==> src/rtl/mpu_result_buffer_if.sv <==
// Element stream bundle for mpu_result_buffer: fill side (in_*) from the FPU adder,
// drain side (out_*) towards mpu_store.
interface mpu_result_buffer_if #(
    parameter int DATA_WIDTH = 32,
    parameter int MAX_DIM    = 4,
    parameter int DIM_W      = $clog2(MAX_DIM + 1)
);
    logic                  in_valid;
    logic                  in_ready;
    logic [DATA_WIDTH-1:0] in_data;
    logic                  out_valid;
    logic                  out_ready;
    logic [DATA_WIDTH-1:0] out_data;
    logic [DIM_W-1:0]      out_row;
    logic [DIM_W-1:0]      out_col;
    logic                  out_last;

    modport master (output in_valid, in_data, out_ready,
                    input  in_ready, out_valid, out_data, out_row, out_col, out_last);
    modport slave  (input  in_valid, in_data, out_ready,
                    output in_ready, out_valid, out_data, out_row, out_col, out_last);
endinterface

==> src/rtl/mpu_result_buffer.sv <==
// Result matrix buffer: fills row-major from the FPU adder, drains with row/col/last tags.
// Define MPU_RESULT_BUF_DBL_EN for two ping-pong banks (fill overlaps the other bank's drain).
module mpu_result_buffer #(
    parameter int DATA_WIDTH = 32,
    parameter int MAX_DIM    = 4,
    parameter int DIM_W      = $clog2(MAX_DIM + 1)
) (
    input  logic                  clk,
    input  logic                  rst,
    input  logic                  start,
    input  logic [DIM_W-1:0]      cfg_rows,
    input  logic [DIM_W-1:0]      cfg_cols,
    mpu_result_buffer_if.slave    bus,
    output logic                  busy,
    output logic                  done,
    output logic                  err
);

`ifdef MPU_RESULT_BUF_DBL_EN
    localparam int NBANK = 2;
`else
    localparam int NBANK = 1;
`endif
    localparam int DEPTH = MAX_DIM * MAX_DIM;
    localparam int IDX_W = (DEPTH > 1) ? $clog2(DEPTH) : 1;

    typedef enum logic {F_IDLE, F_FILL} fill_state_t;
    typedef enum logic [1:0] {D_IDLE, D_DRAIN, D_DONE} drain_state_t;

    fill_state_t           f_state_q, f_state_d;
    drain_state_t          d_state_q, d_state_d;
    logic                  fb_q, fb_d;
    logic                  db_q, db_d;
    logic [NBANK-1:0]      full_q, full_d;
    logic [DIM_W-1:0]      rows_q [NBANK];
    logic [DIM_W-1:0]      rows_d [NBANK];
    logic [DIM_W-1:0]      cols_q [NBANK];
    logic [DIM_W-1:0]      cols_d [NBANK];
    logic [DIM_W-1:0]      wr_row_q, wr_row_d, wr_col_q, wr_col_d;
    logic                  out_valid_q, out_valid_d;
    logic [DATA_WIDTH-1:0] out_data_q, out_data_d;
    logic [DIM_W-1:0]      out_row_q, out_row_d, out_col_q, out_col_d;
    logic                  out_last_q, out_last_d;
    logic                  done_q, done_d, err_q, err_d;
    logic [DATA_WIDTH-1:0] mem_q [NBANK][DEPTH];

    logic                  we, fill_done, can_start, dims_ok;
    logic [IDX_W-1:0]      wr_idx, rd_idx;
    logic [DIM_W-1:0]      rd_row, rd_col;
    logic [DATA_WIDTH-1:0] rd_data;

    function automatic logic [IDX_W-1:0] idx(input logic [DIM_W-1:0] r, input logic [DIM_W-1:0] c);
        return IDX_W'(int'(r) * MAX_DIM + int'(c));
    endfunction

    function automatic logic nxt_bank(input logic b);
        return (NBANK == 2) ? ~b : 1'b0;
    endfunction

    assign we      = (f_state_q == F_FILL) && bus.in_valid;
    assign dims_ok = (cfg_rows != '0) && (cfg_rows <= DIM_W'(MAX_DIM)) &&
                     (cfg_cols != '0) && (cfg_cols <= DIM_W'(MAX_DIM));
`ifdef MPU_RESULT_BUF_DBL_EN
    assign can_start = !full_q[fb_q];
`else
    assign can_start = (d_state_q == D_IDLE) && !full_q[fb_q];
`endif

    // Next element to present: (0,0) when a drain is starting, else row-major successor.
    always_comb begin
        rd_row = '0;
        rd_col = '0;
        if (d_state_q == D_DRAIN) begin
            if (out_col_q == cols_q[db_q] - DIM_W'(1)) begin
                rd_row = out_row_q + DIM_W'(1);
            end else begin
                rd_row = out_row_q;
                rd_col = out_col_q + DIM_W'(1);
            end
        end
    end

    assign wr_idx = idx(wr_row_q, wr_col_q);
    assign rd_idx = idx(rd_row, rd_col);
    // Bypass covers a 1x1 matrix, whose only element is read on the edge it is written.
    assign rd_data = (we && (db_q == fb_q) && (rd_idx == wr_idx)) ? bus.in_data
                                                                  : mem_q[db_q][rd_idx];

    always_comb begin
        f_state_d   = f_state_q;
        d_state_d   = d_state_q;
        fb_d        = fb_q;
        db_d        = db_q;
        full_d      = full_q;
        rows_d      = rows_q;
        cols_d      = cols_q;
        wr_row_d    = wr_row_q;
        wr_col_d    = wr_col_q;
        out_valid_d = out_valid_q;
        out_data_d  = out_data_q;
        out_row_d   = out_row_q;
        out_col_d   = out_col_q;
        out_last_d  = out_last_q;
        done_d      = 1'b0;
        err_d       = 1'b0;
        fill_done   = 1'b0;

        case (f_state_q)
            F_IDLE: begin
                if (start && can_start) begin
                    if (dims_ok) begin
                        rows_d[fb_q] = cfg_rows;
                        cols_d[fb_q] = cfg_cols;
                        wr_row_d     = '0;
                        wr_col_d     = '0;
                        f_state_d    = F_FILL;
                    end else begin
                        err_d = 1'b1;
                    end
                end
            end
            F_FILL: begin
                if (we) begin
                    if (wr_col_q == cols_q[fb_q] - DIM_W'(1)) begin
                        wr_col_d = '0;
                        wr_row_d = wr_row_q + DIM_W'(1);
                        if (wr_row_q == rows_q[fb_q] - DIM_W'(1)) begin
                            fill_done    = 1'b1;
                            full_d[fb_q] = 1'b1;
                            fb_d         = nxt_bank(fb_q);
                            f_state_d    = F_IDLE;
                        end
                    end else begin
                        wr_col_d = wr_col_q + DIM_W'(1);
                    end
                end
            end
            default: f_state_d = F_IDLE;
        endcase

        case (d_state_q)
            D_IDLE: begin
                if (full_q[db_q] || (fill_done && (fb_q == db_q))) begin
                    out_valid_d = 1'b1;
                    out_data_d  = rd_data;
                    out_row_d   = '0;
                    out_col_d   = '0;
                    out_last_d  = (rows_q[db_q] == DIM_W'(1)) && (cols_q[db_q] == DIM_W'(1));
                    d_state_d   = D_DRAIN;
                end
            end
            D_DRAIN: begin
                if (bus.out_ready) begin
                    if (out_last_q) begin
                        out_valid_d  = 1'b0;
                        out_last_d   = 1'b0;
                        full_d[db_q] = 1'b0;
                        db_d         = nxt_bank(db_q);
                        done_d       = 1'b1;
                        d_state_d    = D_DONE;
                    end else begin
                        out_data_d = rd_data;
                        out_row_d  = rd_row;
                        out_col_d  = rd_col;
                        out_last_d = (rd_row == rows_q[db_q] - DIM_W'(1)) &&
                                     (rd_col == cols_q[db_q] - DIM_W'(1));
                    end
                end
            end
            D_DONE:  d_state_d = D_IDLE;
            default: d_state_d = D_IDLE;
        endcase
    end

    always_ff @(posedge clk) begin
        if (rst) begin
            f_state_q   <= F_IDLE;
            d_state_q   <= D_IDLE;
            fb_q        <= 1'b0;
            db_q        <= 1'b0;
            full_q      <= '0;
            wr_row_q    <= '0;
            wr_col_q    <= '0;
            out_valid_q <= 1'b0;
            out_data_q  <= '0;
            out_row_q   <= '0;
            out_col_q   <= '0;
            out_last_q  <= 1'b0;
            done_q      <= 1'b0;
            err_q       <= 1'b0;
        end else begin
            f_state_q   <= f_state_d;
            d_state_q   <= d_state_d;
            fb_q        <= fb_d;
            db_q        <= db_d;
            full_q      <= full_d;
            wr_row_q    <= wr_row_d;
            wr_col_q    <= wr_col_d;
            out_valid_q <= out_valid_d;
            out_data_q  <= out_data_d;
            out_row_q   <= out_row_d;
            out_col_q   <= out_col_d;
            out_last_q  <= out_last_d;
            done_q      <= done_d;
            err_q       <= err_d;
        end
    end

    // Dims are only read while their bank is filling or full, so they need no reset.
    always_ff @(posedge clk) begin
        rows_q <= rows_d;
        cols_q <= cols_d;
        if (we) begin
            mem_q[fb_q][wr_idx] <= bus.in_data;
        end
    end

    assign bus.in_ready  = (f_state_q == F_FILL);
    assign bus.out_valid = out_valid_q;
    assign bus.out_data  = out_data_q;
    assign bus.out_row   = out_row_q;
    assign bus.out_col   = out_col_q;
    assign bus.out_last  = out_last_q;
    assign busy          = (f_state_q != F_IDLE) || (d_state_q != D_IDLE);
    assign done          = done_q;
    assign err           = err_q;

endmodule

==> src/flat_wrapper.sv <==
// flat-port wrapper written by rule: the top's interface ports become plain ports
module mpu_result_buffer_flat 
#(
    parameter int DATA_WIDTH = 32,
    parameter int MAX_DIM    = 4,
    parameter int DIM_W      = $clog2(MAX_DIM + 1)
)
  (clk, rst, start, cfg_rows, cfg_cols, busy, done, err, bus_in_valid, bus_in_data, bus_out_ready, bus_in_ready, bus_out_valid, bus_out_data, bus_out_row, bus_out_col, bus_out_last);
  mpu_result_buffer_if #(.DATA_WIDTH(DATA_WIDTH), .MAX_DIM(MAX_DIM), .DIM_W(DIM_W)) bus_i ();
  input  logic clk;
  input  logic rst;
  input  logic start;
  input  logic [DIM_W-1:0] cfg_rows;
  input  logic [DIM_W-1:0] cfg_cols;
  output logic busy;
  output logic done;
  output logic err;
  input wire logic [$bits(bus_i.in_valid)-1:0] bus_in_valid;
  input wire logic [$bits(bus_i.in_data)-1:0] bus_in_data;
  input wire logic [$bits(bus_i.out_ready)-1:0] bus_out_ready;
  output wire logic [$bits(bus_i.in_ready)-1:0] bus_in_ready;
  output wire logic [$bits(bus_i.out_valid)-1:0] bus_out_valid;
  output wire logic [$bits(bus_i.out_data)-1:0] bus_out_data;
  output wire logic [$bits(bus_i.out_row)-1:0] bus_out_row;
  output wire logic [$bits(bus_i.out_col)-1:0] bus_out_col;
  output wire logic [$bits(bus_i.out_last)-1:0] bus_out_last;
  assign bus_i.in_valid = bus_in_valid;
  assign bus_i.in_data = bus_in_data;
  assign bus_i.out_ready = bus_out_ready;
  assign bus_in_ready = bus_i.in_ready;
  assign bus_out_valid = bus_i.out_valid;
  assign bus_out_data = bus_i.out_data;
  assign bus_out_row = bus_i.out_row;
  assign bus_out_col = bus_i.out_col;
  assign bus_out_last = bus_i.out_last;
  mpu_result_buffer #(.DATA_WIDTH(DATA_WIDTH), .MAX_DIM(MAX_DIM), .DIM_W(DIM_W)) u_core (.clk(clk), .rst(rst), .start(start), .cfg_rows(cfg_rows), .cfg_cols(cfg_cols), .bus(bus_i), .busy(busy), .done(done), .err(err));
endmodule
==> config.mk <==
export PLATFORM = sky130hd
export DESIGN_NAME = mpu_result_buffer_flat
export DESIGN_NICKNAME = d
export VERILOG_FILES = /design/src/rtl/mpu_result_buffer_if.sv /design/src/rtl/mpu_result_buffer.sv /design/src/flat_wrapper.sv
export SDC_FILE = /design/constraint.sdc
export NUM_CORES = 1
export LEC_CHECK = 0
export CAP_MARGIN = 20
export CORE_MARGIN = 3
export CORE_UTILIZATION = 57
export CTS_CLUSTER_SIZE = 25
export DETAILED_ROUTE_END_ITERATION = 12
export HOLD_SLACK_MARGIN = 0.05
export PLACE_DENSITY = 0.74
export SYNTH_ARGS = -nofsm -noshare
export SYNTH_HDL_FRONTEND = slang
export SYNTH_SLANG_ARGS = --single-unit
==> constraint.sdc <==
create_clock -name clk -period 9.65 [get_ports clk]
set_clock_uncertainty 0.05 [all_clocks]
set_input_delay 0.965 -clock clk [delete_from_list [all_inputs] [get_ports clk]]
set_output_delay 0.965 -clock clk [all_outputs]
set_load 0.01 [all_outputs]
# After elaboration in Yosys (flattened, before gate mapping)
# Memories as Yosys holds them, arrays and structs flattened.
# Index checks and enable logic that the tools add are counted.
[word_totals]
reg_bits = 58
mem_bits_rw = 512
inputBits = 43
output_inout_bits = 44
word_cells = 140
mem_count = 1
[classes]
n_addsub = 8
n_lt_le_gt_ge = 5
eq_ne = 17
mux = 62
bitwise_logic = 6
reduce_logical = 27
[mem_list]
columns = ["name", "depth", "width", "rd", "rd_ports_with_merged_regs", "wr", "line_no", "rtl"]
rows = [
  ["u_core.mem_q", 1, 512, 1, 0, 1, "mpu_result_buffer.sv:45", "logic [DATA_WIDTH-1:0] mem_q [NBANK][DEPTH];"],
]
[ops]
columns = ["cell", "count"]
rows = [
  ["two-way mux 512 bit", 1],
  ["two-way mux 32 bit", 7],
  ["binary-select mux 32 bit (select 4 bit)", 1],
  ["demux 32 bit (select 4 bit)", 1],
  ["one-hot mux 32 bit (2 select lines)", 1],
  ["two-way mux 3 bit", 15],
  ["two-way mux 1 bit", 25],
  ["one-hot mux 3 bit (2 select lines)", 4],
  ["equality test 3 bit", 5],
  ["adder 3 x 1 -> 3 bit, second input constant", 4],
  ["AND reduction 3 bit", 4],
  ["AND reduction 4 bit", 3],
  ["greater-or-equal comparator 5 bit, second input constant", 2],
  ["logical AND 1 bit", 10],
  ["!= test 2 bit, second input constant", 5],
  ["inverter 4 -> 5 bit", 2],
  ["adder 4 x 3 -> 4 bit", 2],
  ["equality test 3 x 1 -> 1 bit, second input constant", 2],
  ["<= comparator 3 bit, second input constant", 2],
  ["two-way mux 2 bit", 3],
  ["!= test 2 x 1 -> 1 bit, second input constant", 3],
  ["one-hot mux 1 bit (2 select lines)", 3],
  ["nonzero test 3 bit", 2],
  ["OR reduction 3 bit", 2],
  ["10 further kinds", 16],
]

# Longest topological paths before layout
[depth]
ltp_word = 13
ltp_mapped = 17
mapped_depth_nobuf = 10

# Least setup slack after synthesis
# No wires, ideal clock.
[synth_path]
kind = "register to register"
startpoint = "register u_core.cols_q[0] (netlist name)"
endpoint = "register u_core.out_data_q[10] (netlist: u_core.bus.out_data[10])"
setup_time_ns = 0.086
arrival_time_ns = 3.916
required_time_ns = 9.514
slack_ns = 5.598
path_stages_with_launch = 17
n_path_buf = 6
period_less_slack_ns = 4.052
cell_sequence = "edfxtp_1 buf_2 inv_1 ha_1 buf_2 xor3_2 o31ai_4 clkbuf_1 clkbuf_1 a21oi_1 ha_1 xnor3_1 or4_1 buf_2 buf_6 mux2i_1 a211oi_1"
[synth_via]
elab_chain_len = 13
elab_cells_between_ends = 25
cone_classes = "add/sub: 2; eq/ne: 4; mux: 15; bitwise: 1; reduce/logical: 3"
[synth_lines]
columns = ["item", "line_no", "rtl"]
rows = [
  ["start, declared", "mpu_result_buffer.sv:37", "logic [DIM_W-1:0] cols_q [NBANK];"],
  ["start signal, assigned", "mpu_result_buffer.sv:212", "cols_q <= cols_d;"],
  ["subtractor 3 x 1 -> 3 bit (*)", "mpu_result_buffer.sv:124", "if (wr_col_q == cols_q[fb_q] - DIM_W'(1)) begin"],
  ["equality test 3 bit", "mpu_result_buffer.sv:74", "if (out_col_q == cols_q[db_q] - DIM_W'(1)) begin"],
  ["two-way mux 3 bit", "mpu_result_buffer.sv:74", ""],
  ["two-way mux 3 bit", "mpu_result_buffer.sv:73", "if (d_state_q == D_DRAIN) begin"],
  ["adder 4 x 3 -> 4 bit", "mpu_result_buffer.sv:53", "return IDX_W'(int'(r) * MAX_DIM + int'(c));"],
  ["inverter 4 -> 5 bit (implied by the code)", "mpu_result_buffer.sv:87", ": mem_q[db_q][rd_idx];"],
  ["binary-select mux 32 bit (select 4 bit)", "mpu_result_buffer.sv:87", ""],
  ["two-way mux 32 bit (implied by the code) (2 in series)", "mpu_result_buffer.sv:87", ""],
  ["two-way mux 32 bit", "mpu_result_buffer.sv:86", "assign rd_data = (we && (db_q == fb_q) && (rd_idx == wr_idx)) ? bus.in_data"],
  ["two-way mux 32 bit", "mpu_result_buffer.sv:154", "if (out_last_q) begin"],
  ["two-way mux 32 bit", "mpu_result_buffer.sv:153", "if (bus.out_ready) begin"],
  ["one-hot mux 32 bit (2 select lines)", "mpu_result_buffer.sv:141", "case (d_state_q)"],
  ["end signal, assigned", "mpu_result_buffer.sv:200", "out_data_q <= out_data_d;"],
  ["end, declared", "mpu_result_buffer.sv:41", "logic [DATA_WIDTH-1:0] out_data_q, out_data_d;"],
]
# Mark *: on every way between the ends. The rest lies on a longest branch, timed or not. The select of a mux whose other input is x is not followed.
# A chain may end at the register's enable or synchronous reset.

# Final worst setup path
[layout_path]
startpoint = "register u_core.out_col_q[0] (netlist: u_core.bus.out_col[0])"
endpoint = "register u_core.out_data_q[10] (netlist: u_core.bus.out_data[10])"
[layout_via]
elab_chain_len = 12
elab_cells_between_ends = 18
cone_classes = "add/sub: 2; eq/ne: 2; mux: 12; bitwise: 1; reduce/logical: 1"
[layout_lines]
columns = ["item", "line_no", "rtl"]
rows = [
  ["start, declared", "mpu_result_buffer.sv:42", "logic [DIM_W-1:0] out_row_q, out_row_d, out_col_q, out_col_d;"],
  ["start signal, assigned", "mpu_result_buffer.sv:202", "out_col_q <= out_col_d;"],
  ["adder 3 x 1 -> 3 bit / equality test 3 bit (equally long branches)", "mpu_result_buffer.sv:78, mpu_result_buffer.sv:74", ""],
  ["two-way mux 3 bit", "mpu_result_buffer.sv:74", ""],
  ["two-way mux 3 bit", "mpu_result_buffer.sv:73", ""],
  ["adder 4 x 3 -> 4 bit (*)", "mpu_result_buffer.sv:53", ""],
  ["inverter 4 -> 5 bit (implied by the code)", "mpu_result_buffer.sv:87", ""],
  ["binary-select mux 32 bit (select 4 bit)", "mpu_result_buffer.sv:87", ""],
  ["two-way mux 32 bit (implied by the code) (2 in series)", "mpu_result_buffer.sv:87", ""],
  ["two-way mux 32 bit (*)", "mpu_result_buffer.sv:86", ""],
  ["two-way mux 32 bit", "mpu_result_buffer.sv:154", ""],
  ["two-way mux 32 bit", "mpu_result_buffer.sv:153", ""],
  ["one-hot mux 32 bit (2 select lines) (*)", "mpu_result_buffer.sv:141", ""],
]
# Marked as above.

==> results.sh <==
export IMPL_worstPathBufferInverterCount=4
export IMPL_share_comb_of_total_power=0.023
export IMPL_hpwlAfterDp_mm=28.59
export IMPL_layout_cell_share_with_drive_strength_beyond_1=0.1783
export IMPL_synth_cell_types=46
export IMPL_yosys_warnings=0
export IMPL_gr_total_overflow=0
export IMPL_final_nets=1752
export IMPL_post_route_min_period_ns=5.203
export IMPL_outcome="finished, final reports clean"
export IMPL_layout_area_growth_over_synthesis_pct=13.48
export IMPL_finalSetupViolCount=0
export IMPL_post_cts_resize_count=0
export IMPL_power_leakage_uw=0.009076
export IMPL_io_pin_count=87
export IMPL_most_common_cell_in_the_netlist="sky130_fd_sc_hd__edfxtp_1"
export IMPL_cts_htree_levels=2
export IMPL_postCtsSetupRepairBufs=0
export IMPL_number_of_max_cap_violations=0
export IMPL_critPathLaunchType="register"
export IMPL_synthDominantAreaCellType="sky130_fd_sc_hd__edfxtp_1"
export IMPL_cts_hold_fix_buffers=0
export IMPL_netlist_area_um2=24160
export IMPL_clkSinkCount=570
export IMPL_drt_first_iter_violations=1761
export IMPL_hold_path_class="reg -> reg"
export IMPL_critical_path_class="reg -> reg"
export IMPL_min_period_over_period=0.5392
export IMPL_track_usage=0.2625
export IMPL_first_global_vias=14980
export IMPL_die_width_um=211.9
export IMPL_dr_vias_cell=6.579
export IMPL_critPathSlowestCell="sky130_fd_sc_hd__ha_4"
export IMPL_netlist_top_cells_area="sky130_fd_sc_hd__edfxtp_1 (64%), sky130_fd_sc_hd__mux2_2 (6.0%), sky130_fd_sc_hd__nand3_1 (5.3%)"
export IMPL_detail_route_first_pass_iterations=6
export IMPL_critPathTopFamily="buffers and inverters"
export IMPL_inst_count_dp=2169
export IMPL_worst_slack_at_placement_ns=4.444
export IMPL_root_buffer="sky130_fd_sc_hd__clkbuf_16"
export IMPL_critPathRequiredTime_ns=10.03
export IMPL_slew_violations=0
export IMPL_hold_viol=0
export IMPL_drt_total_wl_mm=58.54
export IMPL_postSynth_asyncResetShare=0
export IMPL_max_clock_freq_mhz=192.2
export IMPL_route_antenna_remaining_nets=0
export IMPL_clk_transition_reported_paths_ns=0.06
export IMPL_max_stage_delay_ns=0.92
export IMPL_clock_group_share_of_total_power=0.443
export IMPL_synth_edf_count=518
export IMPL_worst_ep_arrival_time_ns=5.59
export IMPL_synth_common_cells="sky130_fd_sc_hd__edfxtp_1 (518), sky130_fd_sc_hd__nand3_1 (258), sky130_fd_sc_hd__nand2_1 (146), sky130_fd_sc_hd__mux2_2 (129), sky130_fd_sc_hd__a32oi_1 (128)"
export IMPL_avgRoutedWirePerCell_um=25.72
export IMPL_setup_slack_ns=4.447
export IMPL_die_area_um2=44890
export IMPL_timing_setup_tns_ns=0
export IMPL_cts_made_buffers=56
export IMPL_chipHeight_um=211.9
export IMPL_cts_path_max_buffers=3
export IMPL_netSwitchingPower_uw=993.3
export IMPL_yosysSeqAreaShare=0.6870
export IMPL_cp_cell_sequence="buf_4, ha_4, buf_4, nor2b_4, buf_4, buf_4, a32oi_1, nand3_1, mux4_2, mux2i_1, a211oi_1"
export IMPL_fin_total_pwr_uw=5073
export IMPL_postSynthRegisterBits=570
export IMPL_worst_path_max_fanout=78
export IMPL_pwr_share_seq=0.534
export IMPL_finalHoldWorstSlack_ns=0.4426
export IMPL_total_number_of_vias=14970
export IMPL_internal_dissipation_uw=4080
export IMPL_synthesis_nets=1707
export IMPL_vdd_ir_drop_worst_uv=141.8
export IMPL_n_antenna_cell=0
export IMPL_clk_latency_ns=0.61
export IMPL_synthesis_area_per_instance_um2=14.63
export IMPL_cpMostUsedCell="sky130_fd_sc_hd__buf_4"
export IMPL_global_route_wire_length_before_repair_mm=89.06
export IMPL_grt_max_degree=213
export IMPL_io_buffers=86
export IMPL_power_per_cell_area_nw_per_um2=185.1
export IMPL_tightest_slew_ns=1.160
export IMPL_yosysTopAreaCellShare=0.6439
export IMPL_slew_limit_headroom=0.2264
export IMPL_setup_repair_after_global_routing_missed_its_margin="no"
export IMPL_grt_antenna_before_repair=3
export IMPL_power_switching_fraction=0.1958
export IMPL_std_cell_rows=74
export IMPL_crit_path_end_kind="register"
export IMPL_coreArea_um2=41390
export IMPL_layout_cells_non_filler=2276
export IMPL_gp_congestion=0.7873
export IMPL_clock_tree_from_tritoncts="built"
export IMPL_syn_instance_count=1651
export IMPL_ys_flop_type="sky130_fd_sc_hd__edfxtp_1"
export IMPL_route_detailed_drc=0
export IMPL_start_util=0.5837
-- state kept, by name (all words and copies together), names as in the netlist, 2 cells and up --
register             cells
u_core.mem_q           512
u_core.bus.out_data     32
u_core.bus.out_col       3
u_core.bus.out_row       3
u_core.cols_q            3
u_core.rows_q            3
u_core.wr_col_q          3
u_core.wr_row_q          3
u_core.d_state_q         2
-- cell usage in the layout, fill, tap and decap left out, types with 5 or more instances in the layout --
master,n
sky130_fd_sc_hd__buf_4,28
sky130_fd_sc_hd__xnor2_1,12
sky130_fd_sc_hd__a21oi_1,14
sky130_fd_sc_hd__o21ai_0,7
sky130_fd_sc_hd__nand3_1,258
sky130_fd_sc_hd__inv_1,8
sky130_fd_sc_hd__mux2_2,129
sky130_fd_sc_hd__nand2b_1,5
sky130_fd_sc_hd__edfxtp_1,518
sky130_fd_sc_hd__nand2_1,146
sky130_fd_sc_hd__and2_2,16
sky130_fd_sc_hd__clkdlybuf4s50_1,85
sky130_fd_sc_hd__bufinv_16,8
sky130_fd_sc_hd__mux2i_1,32
sky130_fd_sc_hd__clkinv_1,7
sky130_fd_sc_hd__xor2_1,10
sky130_fd_sc_hd__a32oi_1,128
sky130_fd_sc_hd__clkinv_2,15
sky130_fd_sc_hd__clkbuf_1,12
sky130_fd_sc_hd__ha_1,11
sky130_fd_sc_hd__a211oi_1,33
sky130_fd_sc_hd__nor3_1,13
sky130_fd_sc_hd__clkbuf_16,58
sky130_fd_sc_hd__nor2_1,48
sky130_fd_sc_hd__mux4_2,32
sky130_fd_sc_hd__dfxtp_1,51
-- cell families (layout without fill, tap and decap cells) --
logic type,after synthesis,in the layout,share of synthesized area
multiplexers,193,193,0.1032
flip-flops,570,570,0.6870
XOR/XNOR,28,28,0.01352
AO/OA/AOI/OAI,198,198,0.06713
adder cells (fa/ha/maj),13,13,0.006733
buffers and inverters,139,232,0.02424
AND/OR/NAND/NOR,510,510,0.09815
-- layout make-up --
type | count | area (um^2)
fill | 2790 | 13970
timing repair buffer | 118 | 1146
multi-input combinational | 942 | 7061
sequential | 570 | 16600
clock buffer | 73 | 1538
tap | 532 | 665.6
inverter | 8 | 30.03
clock inverter | 33 | 374.1
-- worst reg2reg max path: cells and delay by family (launching register included) --
kind	cells	cell delay, ns
DFF	1	0.34
buffers and inverters	4	2.43
AOI/OAI and AO/OA	2	0.43
and+or+nand+nor	2	0.21
adders and majority gates	1	0.93
muxes	2	0.65
-- per-layer routing --
layer / up-vias / GRT usage / wire (um)
met5: - / 0 / 54
met4: 6 / 0.08799 / 1556
met3: 120 / 0.04268 / 5049
met2: 760 / 0.4283 / 28160
met1: 7497 / 0.3656 / 23720
li1: 6590 / - / -
-- final timing paths --
kind / endpoint / slack (ns) / cells past startpoint / from
setup / recovery: u_core.bus.out_data[10]$_SDFFE_PP0P_ / 4.45 / 11 / u_core.bus.out_col[0]$_SDFFE_PP0P_
hold reg to reg: u_core.bus.out_valid$_SDFFE_PP0P_ / 0.44 / 2 / u_core.bus.out_valid$_SDFFE_PP0P_
hold / removal: u_core.bus.out_valid$_SDFFE_PP0P_ / 0.44 / 2 / u_core.bus.out_valid$_SDFFE_PP0P_
setup reg to reg: u_core.bus.out_data[10]$_SDFFE_PP0P_ / 4.45 / 11 / u_core.bus.out_col[0]$_SDFFE_PP0P_
-- power groups by stage --
| stage | Sequential, uW | Combinational (uW) | Clock (uW) |
|---|---|---|---|
| floorplan | 2760 | 49.1 | 0 |
| global placement | 2760 | 109 | 0 |
| detailed placement | 2760 | 115 | 0 |
| CTS | 2710 | 116 | 2270 |
| global route | 2710 | 126 | 2380 |
| finish | 2710 | 117 | 2250 |
-- per-stage QoR --
step / utilization / cell area (um^2)
3_5_place_dp: 0.6157 / 25480
2_1_floorplan: - / 24160
4_1_cts: 0.6619 / 27390
3_3_place_gp: 0.6147 / 25440
6_report: 0.6624 / 27410
5_1_grt: 0.6624 / 27410
No activity file was read; power rests on OpenSTA's default activity.
